## src/rtl/id_ex_pipe_reg.sv

```systemverilog
// ID/EX pipeline register with load-use hold, flush bubbles
// and saturating bubble/stall counters for performance readout.
module id_ex_pipe_reg #(
    parameter int DATA_W  = 23,
    parameter int RADDR_W = 5,
    parameter int CNT_W   = 16
) (
    input  logic               clk,
    input  logic               rst,
    input  logic               stall,
    input  logic               flush,
    input  logic               valid_id,
    input  logic [11:0]        ctrl_id,
    input  logic [DATA_W-1:0]  pc_id,
    input  logic [DATA_W-1:0]  rs_data_id,
    input  logic [DATA_W-1:0]  rt_data_id,
    input  logic [DATA_W-1:0]  imm_id,
    input  logic [RADDR_W-1:0] rs_id,
    input  logic [RADDR_W-1:0] rt_id,
    input  logic [RADDR_W-1:0] rd_id,
    output logic               valid_ex,
    output logic [11:0]        ctrl_ex,
    output logic [DATA_W-1:0]  pc_ex,
    output logic [DATA_W-1:0]  rs_data_ex,
    output logic [DATA_W-1:0]  rt_data_ex,
    output logic [DATA_W-1:0]  imm_ex,
    output logic [RADDR_W-1:0] rs_ex,
    output logic [RADDR_W-1:0] rt_ex,
    output logic [RADDR_W-1:0] rd_ex,
    output logic [CNT_W-1:0]   bubble_cnt,
    output logic [CNT_W-1:0]   stall_cnt
);

    localparam logic [CNT_W-1:0] CntMax = {CNT_W{1'b1}};

    logic bubbleInc;
    logic stallInc;
    logic doLoad;

    // Classify this edge: flush beats stall, stall beats load.
    always_comb begin
        doLoad    = !flush && !stall;
        stallInc  = !flush && stall;
        bubbleInc = flush || (doLoad && !valid_id);
    end

    // Pipeline contents: clear on reset/flush, hold on stall, else load.
    always_ff @(posedge clk) begin
        if (rst || flush) begin
            valid_ex   <= 1'b0;
            ctrl_ex    <= '0;
            pc_ex      <= '0;
            rs_data_ex <= '0;
            rt_data_ex <= '0;
            imm_ex     <= '0;
            rs_ex      <= '0;
            rt_ex      <= '0;
            rd_ex      <= '0;
        end else if (doLoad) begin
            valid_ex   <= valid_id;
            ctrl_ex    <= valid_id ? ctrl_id : 12'h000;
            pc_ex      <= pc_id;
            rs_data_ex <= rs_data_id;
            rt_data_ex <= rt_data_id;
            imm_ex     <= imm_id;
            rs_ex      <= rs_id;
            rt_ex      <= rt_id;
            rd_ex      <= rd_id;
        end
    end

    // Saturating event counters; at most one step per edge each.
    always_ff @(posedge clk) begin
        if (rst) begin
            bubble_cnt <= '0;
            stall_cnt  <= '0;
        end else begin
            if (bubbleInc && bubble_cnt != CntMax)
                bubble_cnt <= bubble_cnt + 1'b1;
            if (stallInc && stall_cnt != CntMax)
                stall_cnt <= stall_cnt + 1'b1;
        end
    end

endmodule

```

## config.mk

```make
export PLATFORM = sky130hd
export DESIGN_NAME = id_ex_pipe_reg
export DESIGN_NICKNAME = d
export VERILOG_FILES = /design/src/rtl/id_ex_pipe_reg.sv
export SDC_FILE = /design/constraint.sdc
export NUM_CORES = 1
export LEC_CHECK = 0
export CAP_MARGIN = 25
export CELL_PAD_IN_SITES_DETAIL_PLACEMENT = 1
export CELL_PAD_IN_SITES_GLOBAL_PLACEMENT = 2
export CORE_MARGIN = 2
export CORE_UTILIZATION = 38
export CTS_CLUSTER_SIZE = 24
export DETAILED_ROUTE_END_ITERATION = 7
export DONT_BUFFER_PORTS = 1
export GPL_ROUTABILITY_DRIVEN = 0
export HOLD_SLACK_MARGIN = 0.02
export PLACE_DENSITY_LB_ADDON = 0.1
export SLEW_MARGIN = 5
export SYNTH_ARGS = -nofsm -noshare
export SYNTH_HDL_FRONTEND = slang
export SYNTH_SLANG_ARGS = --single-unit
export TNS_END_PERCENT = 100
```

## constraint.sdc

```tcl
create_clock -name clk -period 4.3 [get_ports clk]
set_clock_uncertainty 0.1 [all_clocks]
set_input_delay 0.43 -clock clk [delete_from_list [all_inputs] [get_ports clk]]
set_output_delay 0.43 -clock clk [all_outputs]
set_load 0.02 [all_outputs]
```

---- Word-level counts from Yosys, hierarchy flattened ----
Index checks and enable logic that the tools add are counted.
storage, ports and cells
  flip-flop bits (word level) ............. 152
  input bits .............................. 124
  output and inout port bits .............. 152
  logic and storage cells ................. 26
operators by class
  $add $sub $neg .......................... 2
  eq/ne operators ......................... 2
  multiplexer cells ....................... 1
  reduce and logical (&&, ||, !) cells .... 10
operator list
  kind                     number
  $add A16 B1 Y16 const B  2
  $ne A16 B16 Y1 const B   2
  $mux W12                 1
  $logic_and A1 B1 Y1      5
  $logic_not A1 Y1         3
  $logic_or A1 B1 Y1       2

---- Depth between registers and ports, before layout ----
Gate-level depths: netlist of run 1.
  depth after elaboration ................. 5
  mapped depth ............................ 6

---- Worst setup path after synthesis of run 1 ----
No wires, ideal clock.
  kind .................................... register to register
  start point ............................. register stall_cnt[4]
  end point ............................... register stall_cnt[13]
  arrival ................................. 1.753 ns
  required time ........................... 4.130 ns
  slack ................................... 2.377 ns
  cell stages (with the launch flop) ...... 6
  path buffers ............................ 1
  period minus slack after synthesis ...... 1.923 ns
  cell sequence ........................... dfxtp_1 nand4_1 or3_1 buf_2 or4_1 a21oi_1
on the way
  cells in the longest elaborated chain, start to end .. 2
RTL lines
  item                                                                     line  text
  start: declaration                                                       31    output logic [CNT_W-1:0] stall_cnt
  start signal: assignment                                                 81    stall_cnt <= stall_cnt + 1'b1;
  parallel branches: the longest is 2 deep, another holds $add A16 B1 Y16  -
Parallel ways; which one is timed is not known.
A chain may end at the register's enable or synchronous reset.

---- Worst setup path after layout of run 1 ----
  start point ............................. register bubble_cnt[5]
  end point ............................... register bubble_cnt[9]
on the way
  cells in the longest elaborated chain, start to end .. 2
RTL lines
  item                                                                     line  text
  start: declaration                                                       30    output logic [CNT_W-1:0] bubble_cnt,
  start signal: assignment                                                 79    bubble_cnt <= bubble_cnt + 1'b1;
  parallel branches: the longest is 2 deep, another holds $add A16 B1 Y16  -
Parallel ways; which one is timed is not known.

==> run_results.csv, run 1 <==
group,metric,value,unit
hold_path,hold_path_end,"valid_ex",
setup_path,slowest_stage,"nor4_2",
setup_path,cp_top_family,"simple AND/OR/NAND/NOR gates",
drt,avgRoutedWirePerCell,19.8,microns
floorplanning,core_area,15100,sq um
floorplanning,die_w,128,microns
timing,relSlewSlack,43.6,%
yosys,netlist_instances,595,
placed_design,io_buffers,0,
drt,postRouteAntennaNets,0,
setup_path,cp_cell_sequence,"nand4_1 > nor4_2 > clkbuf_2 > or4_1 > a21oi_1",
grt,grt-ovfl-total,0,
final_layout,instances_no_fill,786,
cts,h-tree-depth,4,
setup_path,crit_type,"reg2reg",
final_layout,drive_above_1_share,7.86,%
setup_path,rr_endpoint,"bubble_cnt[9]",
setup_path,worstSetupStartpointType,"flip-flop",
timing,max_freq,437,MHz
grt,track_usage,18.6,%
hold_path,hp-class,"in2reg",
final_layout,layout_common_cells,"dfxtp_1, nor2_1, mux2i_1, a21oi_1, nand2_1",
timing,post-route-min-period,2.29,ns
drt,drt_iter0_drc,183,
grt,grt_max_degree,114,
drt,dr.pass1.iters,4,
yosys,synth_cell_types,39,
cts,clockBufferDepth,2,
timing,rsz0062_at_grt,"false",
floorplanning,pin_count,276,
yosys,ys_async_sr_fraction,0,%
setup_path,cp_max_fo,8,
drt,routed_via_density,5.53,
placed_design,place_ws,1.85,ns
setup_path,slowest_delay,0.61,ns
grt,grt_pass1_wl,23600,microns
setup_path,path_buf_inv,1,
setup_path,r2r_slack,2.01,ns
setup_path,crit_path_end_kind,"flip-flop",
timing,finalSetupViolations,0,
yosys,syn-num-nets,721,
job,cap_violations,0,
placed_design,dp_cells,751,
timing,period_share,53.2,%
cts,cts-root-buf,"clkbuf_16",
outcome,status,"completed",
setup_path,r2r-start,"bubble_cnt[5]",
cts,clock_sinks,152,
cts,insertion_delay,0.41,ns
floorplanning,initial_utilization,38.6,%
power_and_ir_drop,ir_worst_vdd,0.000250,V
floorplanning,fp.dieH,128,microns
final_layout,area_delta_synth_final,13.1,%
cts,clk_pin_slew,0.06,ns
setup_path,cp.required,4.49,ns
yosys,avgSynthCellArea,9.78,sq um
setup_path,r2r_cells,5,
floorplanning,rows,45,
final_layout,nNetsFinal,711,
yosys,ys_warn_count,0,
timing,final_max_slew_viol_count,0,
yosys,synth_edf_count,0,
drt,drc,0,
timing,final.setup.worst_slack,2.01,ns
drt,routed_wl,15500,microns
floorplanning,die-area,16300,sq um
power_and_ir_drop,pwr_density_cell,478,nW/um^2
timing,tns,0,ns
placed_design,place_hpwl,11100,microns
timing,worst_pin_slew,0.843,ns
final_layout,fillers,1701,
setup_path,cp.arrival,2.48,ns
power_and_ir_drop,leakage,0.00259,uW
final_layout,antenna_cells,0,
cts,cts_tree,"built",
yosys,synthFlopType,"dfxtp_1",
drt,vias,4345,
grt,grt_pass1_vias,4374,
final_layout,final_common_cell,"dfxtp_1",
timing,finalHoldViolations,0,
grt,grt_antenna_before_repair,0,
yosys,synth_area,5820,sq um
yosys,ys_seq_elements,152,
yosys,yosysSeqAreaShare,52.3,%
hold_path,worstHoldStart,"valid_id",
cts,cts_buffers,17,
hold_path,hold_depth,2,
## per-stage QoR
step	utilization, %	area, sq um	power (uW)	hold WS (ns)
finish	43.6	6580	3140	0.0580
global route	43.6	6580	3280	0.0281
CTS	43.5	6560	3190	0.0327
detailed placement	39.5	5950	1680	0.406
global placement	39.3	5930	1670	0.405
floorplan	-	5820	1670	0.429
## synthesized netlist by cell type (all sizes together), types with 6 or more instances
cell type	count	area (sq um)
nand2	22	82.6
dfxtp	152	3040
nor3	6	30.0
a21oi	31	155
buf	15	72.6
nor2	122	458
nand3	21	105
or4	12	90.1
clkbuf	19	71.3
inv	7	26.3
or3	6	37.5
mux2i	109	1090
o31ai	13	97.6
nand4	9	56.3
## per-layer routing
| layer | global-route usage (%) | vias up | share of wire (%) |
|---|---|---|---|
| met5 | 0 | - | 0 |
| met4 | 8.34 | 0 | 2.3 |
| met1 | 21.0 | 2059 | 38 |
| li1 | - | 2062 | - |
| met3 | 8.26 | 29 | 11 |
| met2 | 30.3 | 195 | 49 |
## report_power, final
group / internal [uW] / switching [uW] / total [uW]
Sequential: 1450 / 79.4 / 1530
Clock: 895 / 600 / 1500
Combinational: 65.3 / 57.7 / 123
## worst max path at each step
stage,start,end,slack (ns),cells past startpoint
global placement,bubble_cnt[4],bubble_cnt[11],1.93,4
finish,bubble_cnt[5],bubble_cnt[9],2.01,5
CTS,bubble_cnt[4],bubble_cnt[5],1.81,4
detailed placement,bubble_cnt[4],bubble_cnt[11],1.85,4
floorplan,stall_cnt[4],stall_cnt[13],2.38,5
global route,bubble_cnt[5],bubble_cnt[11],1.74,5
## sequential cells by signal, indices dropped and copies added, names as in the netlist
signal	flops
imm_ex	23
pc_ex	23
rs_data_ex	23
rt_data_ex	23
bubble_cnt	16
stall_cnt	16
ctrl_ex	12
rd_ex	5
rs_ex	5
rt_ex	5
valid_ex	1
## repair_timing
item / 4_1_cts / 5_1_grt
hold buffers: 1 / 0
gates resized for setup: 0 / 0
hold endpoints to repair: 26 / 0
buffers inserted: 0 / 0
## cells by family (layout without fill, tap and decap cells)
family / after synthesis / count (layout) / synth area share, %
DFF: 152 / 152 / 52.3
muxes: 113 / 113 / 19.5
xor gates and xnor gates: 1 / 1 / 0.151
adders and majority gates: 2 / 2 / 0.430
AOI/OAI and AO/OA: 59 / 59 / 6.32
and+or+nand+nor: 227 / 227 / 18.4
buffers and inverters: 41 / 44 / 2.92
## final cells by class
class / instances / area [sq um] / area share, %
clock inverter: 12 / 139 / 2.11
tap: 188 / 235 / 3.57
clock buffer: 20 / 457 / 6.94
inverter: 7 / 26.3 / 0.399
timing repair buffer: 5 / 65.1 / 0.989
sequential: 152 / 3040 / 46.2
multi-input combinational: 402 / 2620 / 39.7
## worst register-to-register path: cells and delay by family, from the launching register on
kind,cells,cell delay [ns]
AO/OA/AOI/OAI,1,0.07
flip-flops,1,0.55
buffers and inverters,1,0.29
AND/OR/NAND/NOR,3,1.16
Power figures use the tool's default switching activity.
==> run 2, diff against run 1 <==
--- a/config.mk
+++ b/config.mk
@@ -9,7 +9,7 @@
 export CELL_PAD_IN_SITES_DETAIL_PLACEMENT = 1
 export CELL_PAD_IN_SITES_GLOBAL_PLACEMENT = 2
 export CORE_MARGIN = 2
-export CORE_UTILIZATION = 38
+export CORE_UTILIZATION = 32
 export CTS_CLUSTER_SIZE = 24
 export DETAILED_ROUTE_END_ITERATION = 7
 export DONT_BUFFER_PORTS = 1
==> constraint.sdc (replaced) <==
create_clock -name clk -period 2.08 [get_ports clk]
set_clock_uncertainty 0.1 [all_clocks]
set_input_delay 0.208 -clock clk [delete_from_list [all_inputs] [get_ports clk]]
set_output_delay 0.208 -clock clk [all_outputs]
set_load 0.02 [all_outputs]
==> run 2 against run 1 <==
  * The flow now stops in clock tree synthesis
  * Synthesized cell count unchanged
  * Area after synthesis is the same
==> run_results.csv, run 2 <==
group,metric,value,unit
placed_design,place_hpwl,12200,microns
floorplanning,fp.dieH,139,microns
yosys,synth_top_area_share,52.3,%
yosys,synth.most_common_cell,"dfxtp_1",
cts,h-tree-depth,4,
yosys,synth_top_area_cell,"dfxtp_1",
yosys,synth_cell_types,39,
yosys,ys_seq_elements,152,
outcome,stop_stage,"clock tree synthesis",
yosys,synthFlopType,"dfxtp_1",
yosys,avgSynthCellArea,9.78,sq um
placed_design,dp_cells,830,
yosys,synth_area_leaders,"dfxtp_1, mux2i_1, nor2_1",
yosys,synth_area,5820,sq um
yosys,netlist_instances,595,
yosys,syn-num-nets,721,
outcome,error,"[ERROR RSZ-0060] Max buffer count reached.",
floorplanning,initial_utilization,32.5,%
cts,cts-root-buf,"clkbuf_16",
placed_design,dpl-instance-area,6290,sq um
cts,cts_hold_buf,173,
outcome,status,"stopped before the end",
cts,postCtsSetupRepairBufs,0,
yosys,yosysSeqAreaShare,52.3,%
floorplanning,pin_count,276,
cts,clock_sinks,152,
placed_design,io_buffers,0,
yosys,synth_commonest_cells,"dfxtp_1, nor2_1, mux2i_1",
yosys,ys_async_sr_fraction,0,%
cts,clockBufferDepth,2,
floorplanning,die_w,139,microns
yosys,ys_warn_count,0,
cts,cts_buffers,17,
floorplanning,rows,49,
yosys,synth_edf_count,0,
cts,cts_resized,0,
[run 2: cell counts after synthesis]
Identical to the previous run, type by type.
[run 2: cells by family after synthesis]
logic type / after synthesis / share of synthesized area [%]
AOI/OAI and AO/OA: 59 / 6.32
xor gates and xnor gates: 1 / 0.151
adders and majority gates: 2 / 0.430
buffers and inverters: 41 / 2.92
DFF: 152 / 52.3
muxes: 113 / 19.5
and+or+nand+nor: 227 / 18.4
[run 2: stage by stage]
step / hold slack, ns / setup WS [ns]
global placement: 0.186 / 0.274
detailed placement: 0.186 / 0.206
floorplan: 0.252 / 0.157
==> run 3, diff against run 2 <==
==> config.mk (replaced) <==
export PLATFORM = sky130hd
export DESIGN_NAME = id_ex_pipe_reg
export DESIGN_NICKNAME = d
export VERILOG_FILES = /design/src/rtl/id_ex_pipe_reg.sv
export SDC_FILE = /design/constraint.sdc
export NUM_CORES = 1
export LEC_CHECK = 0
export CAP_MARGIN = 25
export CORE_MARGIN = 2
export CORE_UTILIZATION = 40
export DETAILED_ROUTE_END_ITERATION = 7
export DONT_BUFFER_PORTS = 1
export GPL_ROUTABILITY_DRIVEN = 0
export PLACE_DENSITY_LB_ADDON = 0.15
export SLEW_MARGIN = 5
export SYNTH_ARGS = -nofsm -noshare
export SYNTH_HDL_FRONTEND = slang
export SYNTH_SLANG_ARGS = --single-unit
export TNS_END_PERCENT = 100
==> constraint.sdc (replaced) <==
create_clock -name clk -period 2.7 [get_ports clk]
set_clock_uncertainty 0.1 [all_clocks]
set_input_delay 0.27 -clock clk [delete_from_list [all_inputs] [get_ports clk]]
set_output_delay 0.27 -clock clk [all_outputs]
set_load 0.02 [all_outputs]
==> run 3 against run 2 <==
  * The run again fails in clock tree synthesis
  * Synthesized cell count unchanged
  * Area after synthesis unchanged
==> run_results.csv, run 3 <==
group,metric,value,unit
outcome,status,"stopped before the end",
outcome,stop_stage,"clock tree synthesis",
outcome,error,"[ERROR RSZ-0060] Max buffer count reached.",
yosys,synth_area,5820,sq um
floorplanning,rows,44,
placed_design,place_hpwl,9870,microns
floorplanning,die_w,125,microns
placed_design,io_buffers,0,
placed_design,dp_cells,748,
yosys,synth_edf_count,0,
cts,cts_hold_buf,158,
floorplanning,initial_utilization,40.5,%
yosys,synth_cell_types,39,
floorplanning,pin_count,276,
cts,cts-root-buf,"clkbuf_16",
yosys,synth_area_leaders,"dfxtp_1, mux2i_1, nor2_1",
yosys,synth.most_common_cell,"dfxtp_1",
yosys,ys_seq_elements,152,
yosys,synthFlopType,"dfxtp_1",
cts,cts_resized,0,
floorplanning,fp.dieH,125,microns
cts,clockBufferDepth,2,
cts,h-tree-depth,4,
cts,clock_sinks,152,
yosys,ys_async_sr_fraction,0,%
yosys,syn-num-nets,721,
yosys,synth_commonest_cells,"dfxtp_1, nor2_1, mux2i_1",
cts,cts_buffers,17,
yosys,yosysSeqAreaShare,52.3,%
yosys,ys_warn_count,0,
yosys,avgSynthCellArea,9.78,sq um
cts,postCtsSetupRepairBufs,0,
yosys,synth_top_area_share,52.3,%
yosys,synth_top_area_cell,"dfxtp_1",
yosys,netlist_instances,595,
## run 3: cell counts after synthesis
Identical to the previous run, type by type.
## run 3: logic make-up after synthesis
logic type / synth area share (%)
multiplexers: 19.5
AO/OA/AOI/OAI: 6.32
XOR/XNOR: 0.151
buffers and inverters: 2.92
adder cells (fa/ha/maj): 0.430
AND/OR/NAND/NOR: 18.4
flip-flops: 52.3
## run 3: stage by stage
stage	instance area (sq um)	utilization [%]	setup WS [ns]
3_5_place_dp	5940	41.4	0.533
2_1_floorplan	5820	-	0.777
3_3_place_gp	5940	41.4	0.628
